`config.mk`:
```
export PLATFORM = sky130hd
export DESIGN_NAME = spm_seq_mult
export DESIGN_NICKNAME = d
export VERILOG_FILES = /design/src/rtl/spm_pkg.sv /design/src/rtl/spm_csa_cell.sv /design/src/rtl/spm_seq_mult.sv
export SDC_FILE = /design/constraint.sdc
export NUM_CORES = 1
export LEC_CHECK = 0
export CORE_MARGIN = 2
export CORE_UTILIZATION = 57
export CTS_CLUSTER_DIAMETER = 50
export DETAILED_ROUTE_END_ITERATION = 7
export DONT_BUFFER_PORTS = 1
export GPL_TIMING_DRIVEN = 0
export HOLD_SLACK_MARGIN = 0.05
export PLACE_DENSITY_LB_ADDON = 0.15
export SYNTH_ARGS = -nofsm -noshare
export SYNTH_HDL_FRONTEND = slang
export SYNTH_SLANG_ARGS = --single-unit
```
`constraint.sdc`:
```
create_clock -name clk -period 8.9 [get_ports clk]
set_input_delay 0.89 -clock clk [delete_from_list [all_inputs] [get_ports clk]]
set_output_delay 0.89 -clock clk [all_outputs]
set_load 0.02 [all_outputs]
```
`src/rtl/spm_pkg.sv`:
```
// Shared types and sizing helpers for the serial-parallel multiplier.
package spm_pkg;

    // Controller states: waiting for operands, shifting the multiplier, holding the product.
    typedef enum logic [1:0] {
        IDLE = 2'd0,
        RUN  = 2'd1,
        DONE = 2'd2
    } spm_state_t;

    // Legal operand widths.
    localparam int MIN_WIDTH = 2;
    localparam int MAX_WIDTH = 64;

    // Width of the cycle counter that spans the 2*width product bits.
    function automatic int cnt_w(input int width);
        return $clog2(2 * width);
    endfunction

endpackage

```
`src/rtl/spm_csa_cell.sv`:
```
// One bit slice of the carry-save array. The cell adds its partial-product bit
// (x_i & y_i), the sum arriving from the cell above (registered here) and its own
// registered carry. The sum output is combinational so that the bottom cell can
// deliver the product bit of the current cycle.
module spm_csa_cell (
    input  logic clk,
    input  logic rst,
    input  logic clr,
    input  logic en,
    input  logic x_i,
    input  logic y_i,
    input  logic sin,
    output logic sc
);

    logic sin_q;
    logic carry_q;
    logic carry_d;
    logic and_t;

    // Full adder over partial product, delayed incoming sum and own carry.
    always_comb begin
        // NOTE: every always_comb output gets a value on every path, otherwise a latch is inferred.
        and_t   = x_i & y_i;
        sc      = and_t ^ sin_q ^ carry_q;
        carry_d = (and_t & sin_q) | (and_t & carry_q) | (sin_q & carry_q);
    end

    // Sum-in and carry registers: cleared on operand accept, advanced only while running.
    always_ff @(posedge clk or posedge rst) begin
        // NOTE: sequential state uses non-blocking assignments so all flops update from pre-edge values.
        if (rst) begin
            sin_q   <= 1'b0;
            carry_q <= 1'b0;
        end else if (clr) begin
            sin_q   <= 1'b0;
            carry_q <= 1'b0;
        end else if (en) begin
            sin_q   <= sin;
            carry_q <= carry_d;
        end
    end

endmodule

```
`src/rtl/spm_seq_mult.sv`:
```
// Serial-parallel multiplier: x is held in parallel across WIDTH carry-save cells,
// y is shifted in LSB first and the 2*WIDTH-bit product is collected LSB first.
// Operands and result use valid/ready handshakes; a new operand pair may be
// accepted in the same cycle the previous product retires.
module spm_seq_mult
    import spm_pkg::*;
#(
    parameter int WIDTH     = 32,
    parameter int SIGNED_EN = 1
) (
    input  logic                 clk,
    input  logic                 rst,
    input  logic                 in_valid,
    output logic                 in_ready,
    input  logic [WIDTH-1:0]     x,
    input  logic [WIDTH-1:0]     y,
    input  logic                 signed_i,
    output logic                 out_valid,
    input  logic                 out_ready,
    output logic [2*WIDTH-1:0]   p,
    output logic                 busy
);

    localparam int PW    = 2 * WIDTH;
    localparam int CNT_W = cnt_w(WIDTH);
    localparam logic [CNT_W-1:0] CNT_LAST = CNT_W'(PW - 1);

    spm_state_t        state_q;
    logic [WIDTH-1:0]  x_q;
    logic [PW-1:0]     y_sr_q;
    logic [PW-1:0]     y_sr_d;
    logic [PW-1:0]     p_sr_q;
    logic [PW-1:0]     p_sr_d;
    logic [PW-1:0]     p_q;
    logic [CNT_W-1:0]  cnt_q;
    logic              sgn_q;
    logic              seen_q;
    logic              out_valid_q;
    logic              busy_q;

    logic              accept;
    logic              run;
    logic              ys;
    logic              eff_signed;
    logic [PW-1:0]     y_ext;
    logic              msb_term;
    logic              top_sin;
    logic              pbit;
    logic [WIDTH-1:0]  sc_w;
    logic [WIDTH-1:0]  sin_w;

    // Handshake, serial bit and operand extension.
    always_comb begin
        in_ready   = (state_q == IDLE) | ((state_q == DONE) & out_ready);
        accept     = in_valid & in_ready;
        run        = (state_q == RUN);
        ys         = y_sr_q[0];
        eff_signed = signed_i & (SIGNED_EN != 0);
        y_ext      = eff_signed ? {{WIDTH{y[WIDTH-1]}}, y} : {{WIDTH{1'b0}}, y};
        y_sr_d     = {1'b0, y_sr_q[PW-1:1]};
        p_sr_d     = {pbit, p_sr_q[PW-1:1]};
    end

    // Sign-weight correction for the top cell. In two's complement the MSB of x
    // carries weight -2^(WIDTH-1), but the top cell adds x[WIDTH-1]&ys with positive
    // weight. Feeding the serially negated stream of x[WIDTH-1]&ys into the top cell
    // (its sum input is delayed one cycle inside the cell, doubling its weight) adds
    // -2*term, so the net MSB contribution becomes -term as required. The negation
    // copies bits up to and including the first 1 and inverts every bit after it.
    always_comb begin
        msb_term = x_q[WIDTH-1] & ys;
        top_sin  = sgn_q & (msb_term ^ seen_q);
    end

    // Sum chain: each cell feeds the one below; cell 0 yields the product bit.
    assign sin_w = {top_sin, sc_w[WIDTH-1:1]};
    assign pbit  = sc_w[0];

    for (genvar i = 0; i < WIDTH; i++) begin : g_cell
        spm_csa_cell u_cell (
            .clk (clk),
            .rst (rst),
            .clr (accept),
            .en  (run),
            .x_i (x_q[i]),
            .y_i (ys),
            .sin (sin_w[i]),
            .sc  (sc_w[i])
        );
    end

    // Controller: operand capture, serial shifting, product hand-off, registered flags.
    always_ff @(posedge clk or posedge rst) begin
        if (rst) begin
            state_q     <= IDLE;
            x_q         <= '0;
            y_sr_q      <= '0;
            p_sr_q      <= '0;
            p_q         <= '0;
            cnt_q       <= '0;
            sgn_q       <= 1'b0;
            seen_q      <= 1'b0;
            out_valid_q <= 1'b0;
            busy_q      <= 1'b0;
        end else if (accept) begin
            // Fresh operands, either from IDLE or back-to-back as a product retires.
            state_q     <= RUN;
            x_q         <= x;
            y_sr_q      <= y_ext;
            p_sr_q      <= '0;
            cnt_q       <= '0;
            sgn_q       <= eff_signed;
            seen_q      <= 1'b0;
            out_valid_q <= 1'b0;
            busy_q      <= 1'b1;
        end else begin
            case (state_q)
                RUN: begin
                    y_sr_q <= y_sr_d;
                    p_sr_q <= p_sr_d;
                    cnt_q  <= cnt_q + CNT_W'(1);
                    seen_q <= seen_q | msb_term;
                    if (cnt_q == CNT_LAST) begin
                        state_q     <= DONE;
                        p_q         <= p_sr_d;
                        out_valid_q <= 1'b1;
                        busy_q      <= 1'b0;
                    end
                end
                DONE: begin
                    if (out_ready) begin
                        state_q     <= IDLE;
                        out_valid_q <= 1'b0;
                    end
                end
                default: ;
            endcase
        end
    end

    assign out_valid = out_valid_q;
    assign busy      = busy_q;
    assign p         = p_q;

endmodule
```
==> After elaboration in Yosys (flattened, before gate mapping) <==
Index checks and enable logic that the tools add are counted.
{ "word_totals": {"ff_bits": 300, "inputBits": 69, "out_inout_bits": 67, "wordCells": 498} }
{ "op_classes": {"n_addsub": 1, "n_eq_ne": 5, "mux": 148, "bitwise_logic": 263, "n_reduce_logical": 7} }
{ "op_table": {"columns": ["op", "count"], "rows": [
  ["64-bit 2-to-1 mux", 5],
  ["1-bit 2-to-1 mux", 136],
  ["1-bit bitwise AND", 131],
  ["1-bit OR", 66],
  ["1-bit XOR", 65],
  ["6-bit 2-to-1 mux", 2],
  ["6-bit by 1-bit adder with 6-bit output (second input constant)", 1],
  ["6-bit == test (second input constant)", 1],
  ["2-bit 2-to-1 mux", 3],
  ["3-bit != test (second input constant)", 2],
  ["3-bit AND reduction", 2],
  ["2-bit one-hot mux with 2 select lines", 1],
  ["2-bit nonzero test", 2],
  ["3-bit nonzero test", 1],
  ["2-bit by 1-bit == test with 1-bit output (second input constant)", 1],
  ["2-bit == test (second input constant)", 1],
  ["2-bit logical NOT", 1],
  ["1-bit one-hot mux with 2 select lines", 1],
  ["2-bit AND reduction", 1],
  ["1-bit NOT", 1]
]} }

==> Logic depth before layout (Yosys ltp) <==
Gate-level depths: netlist of the first run.
{ "logic_depth": {"depth_word": 6, "mapped_depth": 7, "depth_no_buf": 5} }

==> Modules after synthesis <==
A second synthesis of the first run with hierarchy kept.
{ "unflattened": {"cells_unflattened": 1144, "area_unflattened_um2": 13042.5} }
{ "by_module_without_submodules": {"columns": ["mod", "instances", "cells_per_inst", "area_per_inst_um2", "seq_area_each_um2"], "rows": [
  ["spm_seq_mult", 1, 760, 9399.0, 5855.6],
  ["spm_csa_cell", 32, 12, 113.9, 50.0]
]} }

==> Worst setup path before layout of the first run <==
OpenSTA, ideal clock, no wires.
{ "synth_path": {"kind": "input to output", "start": "input out_ready", "end": "output in_ready", "arrival_time_ns": 1.361, "required_ns": 8.010, "path_slack_ns": 6.649, "path_stages": 3, "n_path_buf": 1, "path_cell_list": "nor2b_1 > buf_2 > nor2_1"} }
{ "synth_between": {"elab_chain_cells": 2} }
{ "synth_lines": {"columns": ["element", "line", "rtl"], "rows": [
  ["from (decl)", "spm_seq_mult.sv:19", "input logic out_ready,"],
  ["1-bit bitwise AND", "spm_seq_mult.sv:54", "in_ready = (state_q == IDLE) | ((state_q == DONE) & out_ready);"],
  ["1-bit OR", "spm_seq_mult.sv:54", null],
  ["to (decl)", "spm_seq_mult.sv:14", "output logic in_ready,"]
]} }
Every way passes these cells.

==> Final worst setup path of the first run <==
{ "layout_path": {"start": "register state_q[1]", "end": "output in_ready"} }
{ "layout_between": {"elab_chain_cells": 3, "elab_cells_between_ends": 4, "classes_between": "1 x eq/ne; 2 x bitwise; 1 x reduce/logical"} }
{ "layout_lines": {"columns": ["element", "line", "rtl"], "rows": [
  ["from (decl)", "spm_seq_mult.sv:28", "spm_state_t state_q;"],
  ["from (signal assigned)", "spm_seq_mult.sv:95", "state_q <= IDLE;"],
  ["from (signal assigned)", "spm_seq_mult.sv:107", "state_q <= RUN;"],
  ["from (signal assigned)", "spm_seq_mult.sv:124", "state_q <= DONE;"],
  ["2-bit == test", "spm_seq_mult.sv:54", null],
  ["1-bit bitwise AND", "spm_seq_mult.sv:54", null],
  ["1-bit OR *", "spm_seq_mult.sv:54", null]
]} }
Mark *: on every way between the ends. The rest lies on a longest branch, timed or not.

==> results of run 1 <==
==> through the flow <==
step	setup WS (ps)	utilization
5_1_grt	6240	0.6571
6_report	6319	0.6571
3_3_place_gp	2470	0.5963
4_1_cts	6293	0.6571
3_5_place_dp	6548	0.6037
2_1_floorplan	4051	-
==> kinds of logic after synthesis <==
logic type,Yosys count
compound gates,210
xor+xnor,1
fa+ha+maj,34
buf+inv,147
flops,298
mux,97
simple gates,315
==> how the worst max path moves through the flow <==
stage / slack, ps / cells after the start / endpoint / from
floorplan: 4050 / 1 / busy / rst
global placement: 2470 / 1 / y_sr_q[49] / rst
detailed placement: 6550 / 6 / x_q[1] / in_valid
CTS: 6290 / 3 / in_ready / state_q[1]
global route: 6240 / 3 / in_ready / state_q[1]
finish: 6320 / 3 / in_ready / state_q[1]
==> power by group <==
| part | switching, mW | internal (mW) |
|---|---|---|
| registers | 0.458 | 1.92 |
| clock network | 0.547 | 0.870 |
| logic | 0.868 | 0.701 |
| total | 1.87 | 3.49 |
==> cell type report <==
cell class	count	share of cell area
Multi-Input combinational cell	657	0.3161
Inverter	67	0.01780
Clock buffer	49	0.07189
Clock inverter	13	0.009510
Buffer	80	0.02914
Timing Repair Buffer	8	0.01117
Tap cell	280	0.02443
Sequential cell	298	0.5200
==> cells in the final DEF (no fill, tap or decap), types with 2 or more instances in the layout <==
cell,n
nand2b_1,2
nand2_1,263
dfrtp_1,298
clkbuf_1,33
clkinvlp_4,5
nand3_1,2
a22oi_1,2
a2bb2oi_1,30
inv_1,65
clkinv_2,4
buf_12,8
nand3b_1,2
a221o_1,31
nor2_1,4
buf_2,34
fa_1,32
o22ai_1,61
clkbuf_8,6
and2_1,32
buf_1,5
o21ai_1,36
buf_6,6
a21oi_1,4
bufinv_16,2
clkinv_4,2
buf_4,8
ha_1,2
mux2_1,97
clkbuf_16,37
o31ai_1,3
o21ai_0,36
==> sequential cells by signal, indices dropped and copies added (netlist names), 2 cells and up <==
| register | cells |
|---|---|
| state_q | 2 |
| g_cell.u_cell.sin_q | 32 |
| cnt_q | 6 |
| p_sr_q | 63 |
| x_q | 32 |
| g_cell.u_cell.carry_q | 32 |
| y_sr_q | 64 |
| p | 64 |
==> per-layer routing <==
| metal | vias to the layer above | GRT usage |
|---|---|---|
| met1 | 4086 | 0.3168 |
| met5 | - | 0 |
| met3 | 44 | 0.04650 |
| li1 | 3815 | - |
| met4 | 0 | 0.06173 |
| met2 | 174 | 0.3595 |
==> worst register-to-register path: cells and delay by family (launching register included) <==
family / cells / cell delay [ps]
buf+inv: 2 / 800
flops: 1 / 320
fa+ha+maj: 1 / 590
simple gates: 1 / 170
compound gates: 1 / 90
==> impl_metrics.json, run 1 <==
{
  "yosys.area_share.simple": 0.1054,
  "grt_remaining_overflow": 0,
  "synthesis.area_sq_um": 12660,
  "worstPathArrival_ps": 1690,
  "hold_viol": 0,
  "highest_layer": "met4",
  "worstPathMaxFanout": 8,
  "syn_nets": 1205,
  "slew_headroom": 0.5836,
  "dp_hpwl_um": 17370,
  "synth_mux_area_frac": 0.08628,
  "synth_xor_area_frac": 0.0006918,
  "tns_ps": 0,
  "n_fill_cell": 1646,
  "cts_tree": "done",
  "start_kind": "flip-flop",
  "finalWirelength_um": 25230,
  "fin_crit_sh": 0.2900,
  "grt_usage": 0.2246,
  "antenna_found_initial": 0,
  "fin_cells": 1452,
  "synth_most_common_cell": "dfrtp_1",
  "cp_top_family": "simple AND/OR/NAND/NOR gates",
  "dpl_cell_area_sq_um": 13170,
  "hold_buffers": 0,
  "max_cap_viol_count": 0,
  "place.gp.congestion": 0.7660,
  "dieHeight_um": 153.0,
  "synthTopCellsByArea": "dfrtp_1 (59%), mux2_1 (8.6%), nand2_1 (7.8%)",
  "r2r_slack_ps": 6800,
  "cts-resized-gates": 0,
  "rr_startpoint": "y_sr_q[0]",
  "synth-compound-area-share": 0.1132,
  "cts.sinks": 298,
  "via_per_inst": 5.592,
  "rows": 54,
  "multi_input_area_sq_um": 4533,
  "dp_cells": 1390,
  "crit_buf_inv": 1,
  "synth_largest_area_cell": "dfrtp_1",
  "drt-met1-wl_um": 11310,
  "p_per_area_nw_per_um2": 374.2,
  "period_needed_ps": 2581,
  "grt_start_max_net_pins": 45,
  "initial_core_util": 0.5801,
  "hold_slack_ps": 332.9,
  "drc_errors": 0,
  "drtIter0Drc": 413,
  "io_buffers": 0,
  "tightest_slew_ps": 624.5,
  "ys.flop_type": "dfrtp_1",
  "synth_edf_count": 0,
  "grt_pass1_vias": 8344,
  "rsz0062_at_grt": "no",
  "cts-root-buf": "clkbuf_16",
  "synthTopCellsByCount": "dfrtp_1 (298), nand2_1 (263), mux2_1 (97)",
  "critPathKind": "flip-flop to output pin",
  "synth_cell_type_count": 43,
  "synth_fa_ha_area_frac": 0.05258,
  "drtAntennaViolNets": 0,
  "die_width_um": 153.0,
  "final_nets": 1250,
  "path_clk_slew_ps": 60,
  "fmax_mhz": 387.4,
  "min_path_type": "input port to async pin",
  "postLayoutCellArea_sq_um": 14340,
  "cpPeakStageDelay_ps": 480,
  "drive_gt1_frac": 0.1024,
  "avgRoutedWirePerCell_um": 17.38,
  "area_delta_synth_final_pct": 13.28,
  "seq_area_frac_synth": 0.5890,
  "regArea_sq_um": 7457,
  "grt_pass1_wl_um": 43240,
  "clockBufferDepth": 3,
  "diodes": 0,
  "finalSetupViolCount": 0,
  "synth_top_cell_area_share": 0.5890,
  "route.met3.wl_um": 1250,
  "postCtsSetupRepairBufs": 0,
  "clock-skew-final_ps": 14.17,
  "r2r_end": "g_cell[17].u_cell.sin_q",
  "coreArea_sq_um": 21820,
  "run_status": "completed",
  "ys_ff_latch": 298,
  "async_flop_share": 1.000,
  "peakVddDrop_v": 0.0002290,
  "dieArea_sq_um": 23420,
  "yosysWarnings": 0,
  "met2_length_um": 12070,
  "syn_area_per_cell_sq_um": 11.49,
  "dr.pass1.iters": 4,
  "num_vias": 8119,
  "slowest_stage": "dfrtp_1",
  "required_ps": 8010,
  "worstSkewPairLatency_ps": 500,
  "htreeDepth": 2,
  "crit_chain": "nor2b_1, buf_2, nor2_1",
  "p_leak_nw": 6.554,
  "slew_viol_final": 0,
  "numCtsBuffers": 35,
  "io_pins": 136,
  "total_power_mw": 5.366,
  "end_kind": "output pin",
  "synth_top_family_by_area": "compound AO/OA/AOI/OAI gates",
  "netlist_instances": 1102,
  "reg2regPathDepth": 5
}
Note: power is estimated with default switching activity, not from simulation.
==> run 2: changes to the inputs <==
--- a/config.mk
+++ b/config.mk
@@ -6,7 +6,7 @@
 export NUM_CORES = 1
 export LEC_CHECK = 0
 export CORE_MARGIN = 2
-export CORE_UTILIZATION = 57
+export CORE_UTILIZATION = 59
 export CTS_CLUSTER_DIAMETER = 50
 export DETAILED_ROUTE_END_ITERATION = 7
 export DONT_BUFFER_PORTS = 1
==> constraint.sdc (replaced) <==
create_clock -name clk -period 2.7 [get_ports clk]
set_input_delay 0.27 -clock clk [delete_from_list [all_inputs] [get_ports clk]]
set_output_delay 0.27 -clock clk [all_outputs]
set_load 0.02 [all_outputs]
==> run 2 against run 1 <==
Compared with the run above: non-clock buffer count is 67 higher; worst setup slack lost 5800 ps; clock power rose to 3.1 times the previous value; global-route usage is 1.2 points higher; critical path type is now flip-flop to flip-flop; largest cell class unchanged.
==> impl_metrics.json, run 2 (synthesis results as in run 1) <==
{
  "hold_slack_ps": 88.02,
  "rsz0062_at_grt": "no",
  "slew_headroom": 0.4396,
  "min_path_type": "input port to flip-flop",
  "grt_remaining_overflow": 0,
  "p_leak_nw": 6.798,
  "tightest_slew_ps": 838.9,
  "numCtsBuffers": 31,
  "coreArea_sq_um": 21020,
  "grt_start_max_net_pins": 43,
  "hold_depth": 3,
  "io_buffers": 0,
  "fin_crit_sh": 0.7917,
  "p_per_area_nw_per_um2": 1181,
  "worstPathArrival_ps": 2560,
  "cts.sinks": 298,
  "path_clk_slew_ps": 60,
  "hold_viol": 0,
  "startpoint": "y_sr_q[0]",
  "cpPeakStageDelay_ps": 580,
  "pre_cts_ws_ps": 595.4,
  "htreeDepth": 1,
  "clock-skew-final_ps": 11.72,
  "critPathKind": "flip-flop to flip-flop",
  "cts-root-buf": "clkbuf_16",
  "worstPathMaxFanout": 10,
  "n_fill_cell": 1499,
  "rr_startpoint": "y_sr_q[0]",
  "drc_errors": 0,
  "antenna_found_initial": 0,
  "required_ps": 3120,
  "total_power_mw": 17.61,
  "reg2regPathDepth": 5,
  "dr.pass1.iters": 5,
  "start_kind": "flip-flop",
  "place.gp.congestion": 0.7488,
  "num_vias": 8387,
  "finalSetupViolCount": 0,
  "end_kind": "flip-flop",
  "drtIter0Drc": 349,
  "grt_pass1_vias": 8651,
  "fmax_mhz": 467.8,
  "crit_chain": "clkbuf_1, clkbuf_1, nand2_1, fa_1, o22ai_1",
  "clockBufferDepth": 3,
  "layout_commonest_cell": "dfrtp_1",
  "timing.final.ws_setup_ps": 562.5,
  "dieHeight_um": 150.5,
  "rows": 53,
  "r2r_slack_ps": 560,
  "drtAntennaViolNets": 0,
  "die_width_um": 150.5,
  "cp_top_family": "buffers and inverters",
  "dieArea_sq_um": 22640,
  "hp-start": "signed_i",
  "whs_endpoint": "y_sr_q[62]",
  "r2r_end": "g_cell[4].u_cell.sin_q",
  "diodes": 0,
  "avgRoutedWirePerCell_um": 17.15,
  "drive_gt1_frac": 0.09010,
  "peakVddDrop_v": 0.0007043,
  "crit_path_frequent_cell": "clkbuf_1",
  "worstSkewPairLatency_ps": 560,
  "finalWirelength_um": 25840,
  "grt_pass1_wl_um": 42990,
  "layout_common_cells": "dfrtp_1 (298), nand2_1 (263), mux2_1 (97)",
  "grt_usage": 0.2362,
  "cp.depth": 5,
  "via_per_inst": 5.565,
  "max_cap_viol_count": 0,
  "dp_hpwl_um": 17140,
  "initial_core_util": 0.6022,
  "io_pins": 136,
  "final_nets": 1313,
  "area_delta_synth_final_pct": 17.80,
  "crit_buf_inv": 2,
  "slew_viol_final": 0,
  "slowest_stage": "fa_1",
  "run_status": "completed",
  "cts_tree": "done",
  "period_needed_ps": 2138
}
-- run 2: changes by cell type in the layout (fill, tap and decap cells not counted) --
| cell | before | now |
|---|---|---|
| buf_12 | 8 | 7 |
| bufinv_16 | 2 | 4 |
| clkbuf_1 | 33 | 34 |
| clkbuf_16 | 37 | 31 |
| clkbuf_8 | 6 | 9 |
| clkinv_2 | 4 | 2 |
| clkinv_4 | 2 | 0 |
| clkinvlp_4 | 5 | 1 |
| dlygate4sd3_1 | 0 | 68 |
| inv_16 | 0 | 1 |
-- run 2: worst max-delay path by stage --
stage | end | slack, ps
after global routing | g_cell[11].u_cell.sin_q | 470
after detailed placement | g_cell[15].u_cell.sin_q | 600
final | g_cell[4].u_cell.sin_q | 560
after global placement | y_sr_q[56] | -3080
after floorplan | busy | -1530
after CTS | g_cell[4].u_cell.sin_q | 560
-- run 2: final cells by class --
type / count / area (sq um) / area share
Buffer: 80 / 417.9 / 0.02802
Clock buffer: 47 / 925.9 / 0.06209
Clock inverter: 8 / 158.9 / 0.01066
Inverter: 67 / 255.2 / 0.01712
Multi-Input combinational cell: 657 / 4533 / 0.3040
Sequential cell: 298 / 7457 / 0.5000
Tap cell: 275 / 344.1 / 0.02307
Timing Repair Buffer: 75 / 820.8 / 0.05504
-- run 2: metrics by stage --
| step | util | TNS, ps | instance area (sq um) | std cells |
|---|---|---|---|---|
| finish | 0.7094 | 0 | 14910 | 1507 |
| global route | 0.7094 | 0 | 14910 | 1507 |
| CTS | 0.7094 | 0 | 14910 | 1507 |
| detailed placement | 0.6254 | 0 | 13150 | 1384 |
| global placement | 0.6188 | -909410 | 13010 | 1377 |
| floorplan | - | -455670 | 12660 | 1102 |
-- run 2: worst reg2reg max path, cell delays in order (launching register included) --
cell,delay (ps)
dfrtp_1,330
clkbuf_1,290
clkbuf_1,510
nand2_1,200
fa_1,580
o22ai_1,90
-- run 2: metal layers --
metal	routed length (um)	vias to the layer above	share of wire	global-route usage
li1	-	3923	-	-
met1	11350	4241	0.44	0.3255
met2	12760	179	0.49	0.3957
met3	1173	44	0.045	0.03788
met4	555	0	0.021	0.06085
met5	0	-	0	0
-- run 2: power by group --
| group | total (mW) | leakage, nW | internal [mW] | switching, mW |
|---|---|---|---|---|
| registers | 7.85 | 3.81 | 6.34 | 1.52 |
| logic | 5.30 | 2.45 | 2.39 | 2.92 |
| clock network | 4.46 | 0.534 | 2.74 | 1.72 |
-- run 2: repair_timing --
item / 4_1_cts / 5_1_grt
hold buffers: 68 / 0
resized for setup: 0 / 0
setup buffers: 0 / 0
endpoints found under the hold margin: 103 / 0
